[config.mk]
export PLATFORM = sky130hd
export DESIGN_NAME = fpu_issue_sched
export DESIGN_NICKNAME = d
export VERILOG_FILES = /design/src/rtl/fpu_issue_sched.sv
export SDC_FILE = /design/constraint.sdc
export NUM_CORES = 1
export LEC_CHECK = 0
export BUFFER_PORTS_ARGS = -buffer_cell sky130_fd_sc_hd__clkbuf_2
export CORE_MARGIN = 2
export CORE_UTILIZATION = 31
export CTS_CLUSTER_DIAMETER = 100
export DETAILED_ROUTE_END_ITERATION = 16
export PLACE_DENSITY = 0.59
export SYNTH_ARGS = -nofsm -noshare
export SYNTH_HDL_FRONTEND = slang
export SYNTH_SLANG_ARGS = --single-unit
[constraint.sdc]
create_clock -name clk -period 4.9 [get_ports clk]
set_input_delay 1.225 -clock clk [delete_from_list [all_inputs] [get_ports clk]]
set_output_delay 1.225 -clock clk [all_outputs]
set_load 0.01 [all_outputs]
[src/rtl/fpu_issue_sched.sv]
// fpu_issue_sched: two-requester round-robin issue scheduler with a single-entry issue register.
// Latency: an op granted at edge k is presented as iss_valid in cycle k+1 unless a long op holds the unit.
// Backpressure: rN_ready drops while the held op is stalled by iss_ready=0, by long-op busy, or by flush.
//
// Ports:
//   clk, reset_n                  clock and synchronous active-low reset
//   rN_valid/rN_ready             requester N handshake (N = 0, 1)
//   rN_op1, rN_op2, rN_op_type,   requester N payload; op_type[3] marks a long op
//   rN_P
//   iss_valid/iss_ready           issue handshake towards the FPU datapath
//   iss_op1, iss_op2, iss_op_type, iss_P, iss_src
//                                 held op and the requester it came from
//   flush                         discard the held op and any long-op busy
//   long_busy, long_done          long op in progress / one-cycle expiry pulse
module fpu_issue_sched #(
  parameter int LONG_LAT = 8,
  parameter int CW       = 8
) (
  input  logic          clk,
  input  logic          reset_n,
  input  logic          r0_valid,
  output logic          r0_ready,
  input  logic [63:0]   r0_op1,
  input  logic [63:0]   r0_op2,
  input  logic [3:0]    r0_op_type,
  input  logic          r0_P,
  input  logic          r1_valid,
  output logic          r1_ready,
  input  logic [63:0]   r1_op1,
  input  logic [63:0]   r1_op2,
  input  logic [3:0]    r1_op_type,
  input  logic          r1_P,
  output logic          iss_valid,
  input  logic          iss_ready,
  output logic [63:0]   iss_op1,
  output logic [63:0]   iss_op2,
  output logic [3:0]    iss_op_type,
  output logic          iss_P,
  output logic          iss_src,
  input  logic          flush,
  output logic          long_busy,
  output logic          long_done
);

  logic          r_hold_valid;
  logic          r_rr_ptr;
  logic [CW-1:0] r_busy_cnt;
  logic          r_long_done;
  logic [63:0]   r_op1;
  logic [63:0]   r_op2;
  logic [3:0]    r_op_type;
  logic          r_P;
  logic          r_src;

  logic          w_long_busy;
  logic          w_iss_valid;
  logic          w_fire;
  logic          w_can_load;
  logic          w_grant0;
  logic          w_grant1;
  logic          w_load;

  assign w_long_busy = (r_busy_cnt != '0);
  // iss_valid depends only on state, so iss_ready never reaches it combinationally.
  assign w_iss_valid = r_hold_valid & ~w_long_busy;
  assign w_fire      = w_iss_valid & iss_ready;
  // The register frees up either when empty or when its occupant leaves this edge.
  assign w_can_load  = ~flush & (~r_hold_valid | w_fire);

  // A lone requester always wins; on contention rr_ptr picks.
  always_comb begin
    w_grant0 = 1'b0;
    w_grant1 = 1'b0;
    if (w_can_load && reset_n) begin
      if (r0_valid && r1_valid) begin
        w_grant0 = ~r_rr_ptr;
        w_grant1 = r_rr_ptr;
      end else begin
        w_grant0 = r0_valid;
        w_grant1 = r1_valid;
      end
    end
  end

  assign w_load = w_grant0 | w_grant1;

  always_ff @(posedge clk) begin
    if (!reset_n) begin
      r_hold_valid <= 1'b0;
      r_rr_ptr     <= 1'b0;
      r_busy_cnt   <= '0;
      r_long_done  <= 1'b0;
      r_op1        <= '0;
      r_op2        <= '0;
      r_op_type    <= '0;
      r_P          <= 1'b0;
      r_src        <= 1'b0;
    end else if (flush) begin
      // A fire in this cycle still reaches the datapath, but it does not arm busy.
      r_hold_valid <= 1'b0;
      r_busy_cnt   <= '0;
      r_long_done  <= 1'b0;
    end else begin
      if (w_load) begin
        r_hold_valid <= 1'b1;
        r_src        <= w_grant1;
        r_rr_ptr     <= ~w_grant1;
        r_op1        <= w_grant1 ? r1_op1     : r0_op1;
        r_op2        <= w_grant1 ? r1_op2     : r0_op2;
        r_op_type    <= w_grant1 ? r1_op_type : r0_op_type;
        r_P          <= w_grant1 ? r1_P       : r0_P;
      end else if (w_fire) begin
        r_hold_valid <= 1'b0;
      end

      if (w_fire && r_op_type[3]) begin
        r_busy_cnt <= CW'(LONG_LAT);
      end else if (w_long_busy) begin
        r_busy_cnt <= r_busy_cnt - CW'(1);
      end

      // A fire cannot coincide with count==1 because iss_valid is low while busy.
      r_long_done <= (r_busy_cnt == CW'(1));
    end
  end

  assign r0_ready    = w_grant0;
  assign r1_ready    = w_grant1;
  assign iss_valid   = w_iss_valid;
  assign iss_op1     = r_op1;
  assign iss_op2     = r_op2;
  assign iss_op_type = r_op_type;
  assign iss_P       = r_P;
  assign iss_src     = r_src;
  assign long_busy   = w_long_busy;
  assign long_done   = r_long_done;

endmodule

* Word-level counts from Yosys, hierarchy flattened
Cells that the tools add are included.
** Word-level totals
- Register bits after elaboration :: 145
- Latch bits :: 0
- Bits in writable memories :: 0
- Bits in read-only memories :: 0
- Input bits :: 272
- Output and inout bits :: 139
- Word-level logic and storage cells :: 44
- Memories :: 0
** Cells by class
- Add/sub/neg operators :: 1
- $mul :: 0
- Divide/modulo/power cells :: 0
- Magnitude comparators :: 0
- Equal/unequal tests :: 1
- Shift-type cells :: 0
- Mux-type cells :: 12
- Bitwise gates (word level) :: 11
- Reductions and logical operators :: 9
** Operator list (count)
- 64-bit two-way mux :: 2
- 4-bit two-way mux :: 3
- 8-bit by 1-bit equality test with 1-bit output, second input constant :: 1
- 8-bit nonzero test :: 1
- 8-bit by 1-bit subtractor with 8-bit output, second input constant :: 1
- 1-bit two-way mux :: 7
- 1-bit NOT :: 6
- 2-bit nonzero test :: 2
- 1-bit bitwise AND :: 3
- 1-bit logical AND :: 3
- 3-bit OR reduction :: 1
- 1-bit bitwise OR :: 2
- 2-bit AND reduction :: 1
- 2-bit OR reduction :: 1

* Longest topological paths before layout
Gate-level depths: netlist of the first run.
- Depth in word-level cells :: 10
- Gate-level depth with buffers :: 10
- Mapped depth without buffers :: 7

* Worst setup path after synthesis of the first run
No wires, ideal clock.
- Kind :: input-to-output
- Start :: in r0_valid
- End :: out r0_ready
- Data arrival time :: 2.215 ns
- Required time :: 3.675 ns
- Path slack :: 1.460 ns
- Stages :: 4
- Path buffers :: 1
- Path through :: a21boi_1 -> nand2_1 -> clkbuf_1 -> nor2_1
** Between the ends
- Longest elaborated chain between the ends :: 3
** Ends and longest elaborated chain
- start, declared :: RTL line 21 : input logic r0_valid,
- 1-bit logical AND :: RTL line 75 : if (r0_valid && r1_valid) begin
- 1-bit two-way mux * :: RTL line 75
- 1-bit two-way mux * :: RTL line 74 : if (w_can_load && reset_n) begin
- end, declared :: RTL line 22 : output logic r0_ready,
Mark *: on every way between the ends. The rest lies on a longest branch, timed or not.

* Worst setup path in the final report of the first run
- Start :: reg r_busy_cnt[0]
- End :: out iss_valid
** Between the ends
- Longest elaborated chain between the ends :: 3
** Ends and longest elaborated chain
- start, declared :: RTL line 47 : logic [CW-1:0] r_busy_cnt;
- start signal, assigned :: RTL line 117 : r_busy_cnt <= CW'(LONG_LAT);
- start signal, assigned :: RTL line 119 : r_busy_cnt <= r_busy_cnt - CW'(1);
- 8-bit nonzero test :: RTL line 63 : assign w_long_busy = (r_busy_cnt != '0);
- 1-bit NOT :: RTL line 65 : assign w_iss_valid = r_hold_valid & ~w_long_busy;
- 1-bit bitwise AND :: RTL line 65
- end, declared :: RTL line 33 : output logic iss_valid,
No other way between the ends.

==> run_results.csv, run 1 <==
group,metric,value,unit
run_status,run_status,"finished, final reports clean",
setup_path,critPathSlowestCell,"nor4b_4",
layout,drive_gt1_share,41.6,%
synthesis,synth-main-ff-cell,"dfxtp_1",
setup_path,path_buf_inv,3,
setup_path,start_kind,"register",
setup_path,critPathMaxStageDelay,420,ps
cts,clock_latency,420,ps
timing,timing.fmax,296,MHz
setup_path,required,3670,ps
setup_path,path_cells,"inv_1 -> ha_1 -> nor4b_4 -> and2_1 -> inv_2 -> nor2_1 -> clkbuf_2",
setup_path,worst-r2r-setup-slack,1790,ps
timing,setup_viol,0,
setup_path,crit_fanout,6,
layout,fill_cells,2405,
cts,root_buffer,"clkbuf_16",
setup_path,endpoint_kind,"output pin",
hold_path,min_to,"iss_op2[37]$_SDFFE_PN0P_",
synthesis,syn-instance-count,870,
floorplan,core,23500,um2
synthesis,yosysTopAreaCell,"dfxtp_1",
synthesis,syn-cell-area,7420,um2
run,cap_viol_max_count,0,
floorplan,core.rowCount,56,
place,placed_cells_incl_taps,1483,
power,ir_worst_vdd,0.000165,V
place,gp_congestion,0.853,
timing,post-route-min-period,3380,ps
synthesis,syn_nets,1145,
floorplan,io_pins,411,
timing,setup_ws,1520,ps
timing,holdWs,492,ps
grt,grt_usage,22.2,%
synthesis,synth_common_cells,"dfxtp_1, a31oi_1, nand4_1, o21ai_0, o31ai_1",
synthesis,yosysWarnings,0,
grt,grt_pass1_vias,8315,
detailed_routing,ant_nets,0,
hold_path,holdCritStartpoint,"iss_op2[37]$_SDFFE_PN0P_",
detailed_routing,via_count,8703,
detailed_routing,dr.first_iter.drc_count,997,
cts,holdBufCountCts,0,
timing,slew_headroom,39.0,%
detailed_routing,wl,29.2,mm
timing,maxSlewViolCount,0,
setup_path,cp.arrival,2150,ps
synthesis,synth_seq_area_share,39.1,%
setup_path,cpLargestDelayFamily,"simple AND/OR/NAND/NOR gates",
cts,cts_tree,"done",
hold_path,hold_path_depth,2,
timing,period_share,69.0,%
cts,clock-sinks,145,
grt,grt_max_degree,193,
power,p_leak,4.08,nW
synthesis,ys_types,38,
timing,worst_pin_slew,915,ps
place,dp_hpwl,18.2,mm
detailed_routing,dr.pass1.iters,6,
synthesis,synth_edf_count,0,
cts,post_cts_buffers,0,
floorplan,start_util,31.6,%
synthesis,synth.avg_cell_area,8.53,um2
floorplan,die_w,159,um
cts,htreeDepth,4,
setup_path,path_class,"reg -> out",
cts,post_cts_resized,0,
floorplan,die_area,25200,um2
timing,rsz0062_at_grt,"false",
timing,fin_tns_setup,0,ps
synthesis,yosysTopAreaCellShare,39.1,%
cts,clk_pin_slew_worst_paths,60,ps
place,numPortBuffers,410,
layout,final_cells,1515,
layout,syn_to_final_growth,34.3,%
timing,fin_skew,14.9,ps
detailed_routing,wire_per_inst,19.3,um
power,power_density,356,nW/um2
setup_path,reg2reg_depth,8,
cts,cts_buffers,17,
grt,antenna_found_initial,0,
grt,grt_overflow,0,
floorplan,die_h,159,um
setup_path,r2r_end,"iss_op1[34]$_SDFFE_PN0P_",
detailed_routing,drc,0,
synthesis,ys_ff_latch,145,
setup_path,r2r_start,"r_busy_cnt[0]$_SDFFE_PP0P_",
synthesis,yosys.cell_count.top_type,"dfxtp_1",
detailed_routing,vias_per_cell,5.74,
hold_path,hold_class,"reg -> reg",
power,p_total,3.55,mW
layout,diodes,0,
layout,nets,1458,
timing,hold_viol_final,0,
synthesis,synthArstFlopShare,0,%
cts,cts_buffer_depth,2,
place,dp_worst_setup_slack,1380,ps
grt,grt_pass1_wl,46.2,mm
synthesis,synthTopCellsByArea,"dfxtp_1, a31oi_1, nand4_1, o31ai_1, o21ai_0",
[how the worst max path moves through the flow]
stage | startpoint | end | slack, ps | cells after the start
5_1_grt | r_busy_cnt[0]$_SDFFE_PP0P_ | iss_valid | 1370 | 7
4_1_cts | r_busy_cnt[0]$_SDFFE_PP0P_ | iss_valid | 1490 | 7
2_1_floorplan | r0_valid | r0_ready | 1460 | 4
6_report | r_busy_cnt[0]$_SDFFE_PP0P_ | iss_valid | 1520 | 7
3_5_place_dp | reset_n | iss_op1[22]$_SDFFE_PN0P_ | 1380 | 7
3_3_place_gp | reset_n | iss_op1[14]$_SDFFE_PN0P_ | 1410 | 7
[flip-flops by register name, summed over array words and instances (netlist names)]
name	count
iss_P	1
iss_op1	64
iss_op2	64
iss_op_type	4
iss_src	1
long_done	1
r_busy_cnt	8
r_hold_valid	1
r_rr_ptr	1
[worst min-delay path, stage by stage, from the launching register on]
cell,delay (ps)
dfxtp_1,310
o21ai_0,60
a31oi_1,70
[where the power goes]
part / leakage (nW) / internal, mW / switching (mW) / total, mW
Clock: 0.274 / 0.699 / 0.566 / 1.27
Combinational: 2.62 / 0.334 / 0.595 / 0.929
Sequential: 1.18 / 1.29 / 0.0696 / 1.35
[final cells by class]
type / instances / area (um2) / share of cell area (%)
Inverter: 5 / 18.8 / 0.188
Timing Repair Buffer: 426 / 2190 / 21.9
Multi-Input combinational cell: 588 / 3900 / 39.1
Tap cell: 319 / 399 / 4.00
Sequential cell: 145 / 2900 / 29.1
Clock inverter: 12 / 98.8 / 0.991
Clock buffer: 20 / 467 / 4.68
[per-layer routing]
metal | global-route usage [%] | up-vias | part of all wire (%)
met5 | 0 | - | 0
met3 | 5.90 | 53 | 8.4
li1 | - | 4109 | -
met1 | 28.9 | 4067 | 42
met4 | 7.67 | 0 | 2.8
met2 | 35.5 | 474 | 47
[cells in the final DEF (no fill, tap or decap), types with 2 or more instances in the layout]
| master | Yosys | final |
|---|---|---|
| a21oi_1 | 4 | 4 |
| a31oi_1 | 133 | 133 |
| buf_4 | 2 | 16 |
| clkbuf_16 | 0 | 17 |
| clkbuf_2 | 0 | 409 |
| clkbuf_8 | 0 | 3 |
| clkinv_4 | 0 | 5 |
| clkinvlp_4 | 0 | 2 |
| dfxtp_1 | 145 | 145 |
| ha_1 | 3 | 3 |
| inv_1 | 3 | 3 |
| inv_2 | 2 | 2 |
| inv_6 | 0 | 4 |
| mux2i_1 | 2 | 2 |
| nand2_1 | 7 | 6 |
| nand2b_1 | 4 | 3 |
| nand3_1 | 3 | 3 |
| nand4_1 | 133 | 133 |
| nor2_1 | 10 | 10 |
| nor3_1 | 5 | 5 |
| o21ai_0 | 133 | 133 |
| o31ai_1 | 104 | 104 |
| o31ai_2 | 29 | 29 |
[cells by family (layout without fill, tap and decap cells)]
group | Yosys count | in the layout | synth area share, %
AOI/OAI and AO/OA | 410 | 410 | 36.7
muxes | 2 | 2 | 0.270
DFF | 145 | 145 | 39.1
xor gates and xnor gates | 2 | 2 | 0.236
and+or+nand+nor | 171 | 171 | 14.0
adders and majority gates | 3 | 3 | 0.506
buffers and inverters | 137 | 463 | 9.20
[per-stage QoR]
stage	instance area [um2]	utilization [%]
finish	9970	42.5
global route	9970	42.5
CTS	9970	42.5
detailed placement	9410	40.1
global placement	9410	40.1
floorplan	7420	-
Note: power is estimated with default switching activity, not from simulation.
==> run 2: changes to the inputs <==
- clock period: 4.9 -> 3.4 ns (I/O delays scaled with it)
==> run 2 against run 1 <==
Sequential power up 44%. Global-route usage down 0.20 points. Combinational power up 47%. Critical path type unchanged. Sequential share of layout area down 0.22 points. Clock-buffer cell count down 1. Non-clock buffer count down 2. Clock skew down 3.4 ps. Die area unchanged. Largest power group unchanged. Total power up 46%.
==> run_results.csv, run 2 (synthesized netlist as in run 1, its figures left out) <==
group,metric,value,unit
cts,clk_pin_slew_worst_paths,70,ps
place,numPortBuffers,410,
grt,grt_pass1_vias,8170,
timing,setup_ws,364,ps
setup_path,crit_fanout,24,
timing,maxSlewViolCount,0,
detailed_routing,via_count,8694,
cts,cts_buffer_depth,2,
grt,grt_max_degree,136,
cts,clock-sinks,145,
run_status,run_status,"finished, final reports clean",
timing,post-route-min-period,3040,ps
detailed_routing,wire_per_inst,19.5,um
setup_path,critPathMaxStageDelay,470,ps
place,dp_hpwl,17.6,mm
timing,fin_tns_setup,0,ps
detailed_routing,vias_per_cell,5.75,
setup_path,path_class,"reg -> out",
timing,slew_headroom,33.5,%
grt,antenna_found_initial,0,
floorplan,die_area,25200,um2
detailed_routing,dr.pass1.iters,8,
layout,diodes,0,
grt,grt_usage,22.0,%
cts,root_buffer,"clkbuf_16",
timing,fin_skew,11.5,ps
power,power_density,517,nW/um2
floorplan,core,23500,um2
layout,fill_cells,2378,
timing,period_share,89.3,%
setup_path,required,2550,ps
cts,htreeDepth,4,
floorplan,start_util,31.6,%
layout,syn_to_final_growth,35.3,%
setup_path,endpoint_kind,"output pin",
grt,grt_pass1_wl,45.8,mm
run,cap_viol_max_count,0,
cts,cts_tree,"done",
floorplan,core.rowCount,56,
setup_path,cp.arrival,2190,ps
cts,post_cts_buffers,0,
floorplan,die_w,159,um
power,p_leak,4.10,nW
place,dpl-instance-area,9480,um2
grt,grt_overflow,0,
timing,hold_viol_final,0,
cts,clock_latency,410,ps
detailed_routing,drc,0,
hold_path,hold_class,"reg -> reg",
floorplan,io_pins,411,
layout,drive_gt1_share,41.2,%
place,dp_worst_setup_slack,775,ps
timing,holdWs,494,ps
layout,finalInstanceArea,10000,um2
detailed_routing,dr.first_iter.drc_count,958,
timing,worst_pin_slew,997,ps
cts,cts_buffers,17,
power,ir_worst_vdd,0.000271,V
setup_path,path_cells,"inv_1 -> ha_1 -> nor4b_4 -> a31o_4 -> nand2b_4 -> inv_2 -> clkbuf_2",
cts,post_cts_resized,0,
layout,nets,1456,
timing,timing.fmax,329,MHz
detailed_routing,wl,29.5,mm
detailed_routing,ant_nets,0,
layout,mostFrequentLayoutCell,"clkbuf_2",
timing,rsz0062_at_grt,"false",
cts,holdBufCountCts,0,
floorplan,die_h,159,um
setup_path,critPathSlowestCell,"a31o_4",
place,gp_congestion,0.846,
setup_path,start_kind,"register",
layout,layout_common_cells,"clkbuf_2, dfxtp_1, o21ai_0, nand4_1, a31oi_1",
timing,setup_viol,0,
==> run 2: cell count changes in the layout (fill, tap and decap cells not counted), sizes merged <==
cell / previous run / this run
clkinvlp: 2 / 4
clkbuf: 429 / 428
bufinv: 0 / 2
clkinv: 6 / 4
buf: 17 / 15
inv: 9 / 7
==> run 2: layer usage <==
metal  GRT usage [%]  vias to the layer above  share of wire (%)
li1                -                     4108                  -
met1            28.9                     4120                 42
met2            36.1                      428                 48
met3            4.49                       38                7.6
met4            7.38                        0                2.2
met5               0                        -                  0
==> run 2: report_power, final <==
part           internal, mW  switching (mW)  leakage (nW)  total (mW)
logic                 0.503           0.871          2.65        1.37
clock network          1.08           0.784         0.266        1.87
registers              1.85           0.101          1.18        1.95
total                  3.44            1.76          4.10        5.19
==> run 2: worst paths after layout <==
kind	start	to	slack [ps]	depth (start not counted)
min	iss_src$_SDFFE_PN0P_	iss_src$_SDFFE_PN0P_	490	2
max reg2reg	r_busy_cnt[0]$_SDFFE_PP0P_	iss_op1[25]$_SDFFE_PN0P_	930	7
min reg2reg	iss_src$_SDFFE_PN0P_	iss_src$_SDFFE_PN0P_	490	2
max	r_busy_cnt[0]$_SDFFE_PP0P_	r1_ready	360	7
==> run 2: through the flow <==
stage	total power, mW	utilization [%]	instances
2_1_floorplan	2.85	-	870
3_3_place_gp	3.35	40.4	1481
3_5_place_dp	3.35	40.4	1481
4_1_cts	5.24	42.8	1512
5_1_grt	5.46	42.8	1512
6_report	5.19	42.8	1512
==> run 2: area by class of cell <==
type / count / area, um2 / area share, %
Multi-Input combinational cell: 588 / 3900 / 38.8
Sequential cell: 145 / 2900 / 28.9
Inverter: 5 / 18.8 / 0.187
Tap cell: 319 / 399 / 3.97
Clock inverter: 12 / 135 / 1.35
Timing Repair Buffer: 424 / 2260 / 22.5
Clock buffer: 19 / 433 / 4.31
==> run 2: critical path: cells and delay by family (launching register included) <==
kind	cells	cell delay, ps
simple gates	2	500
fa+ha+maj	1	160
flops	1	340
compound gates	1	470
buf+inv	3	300
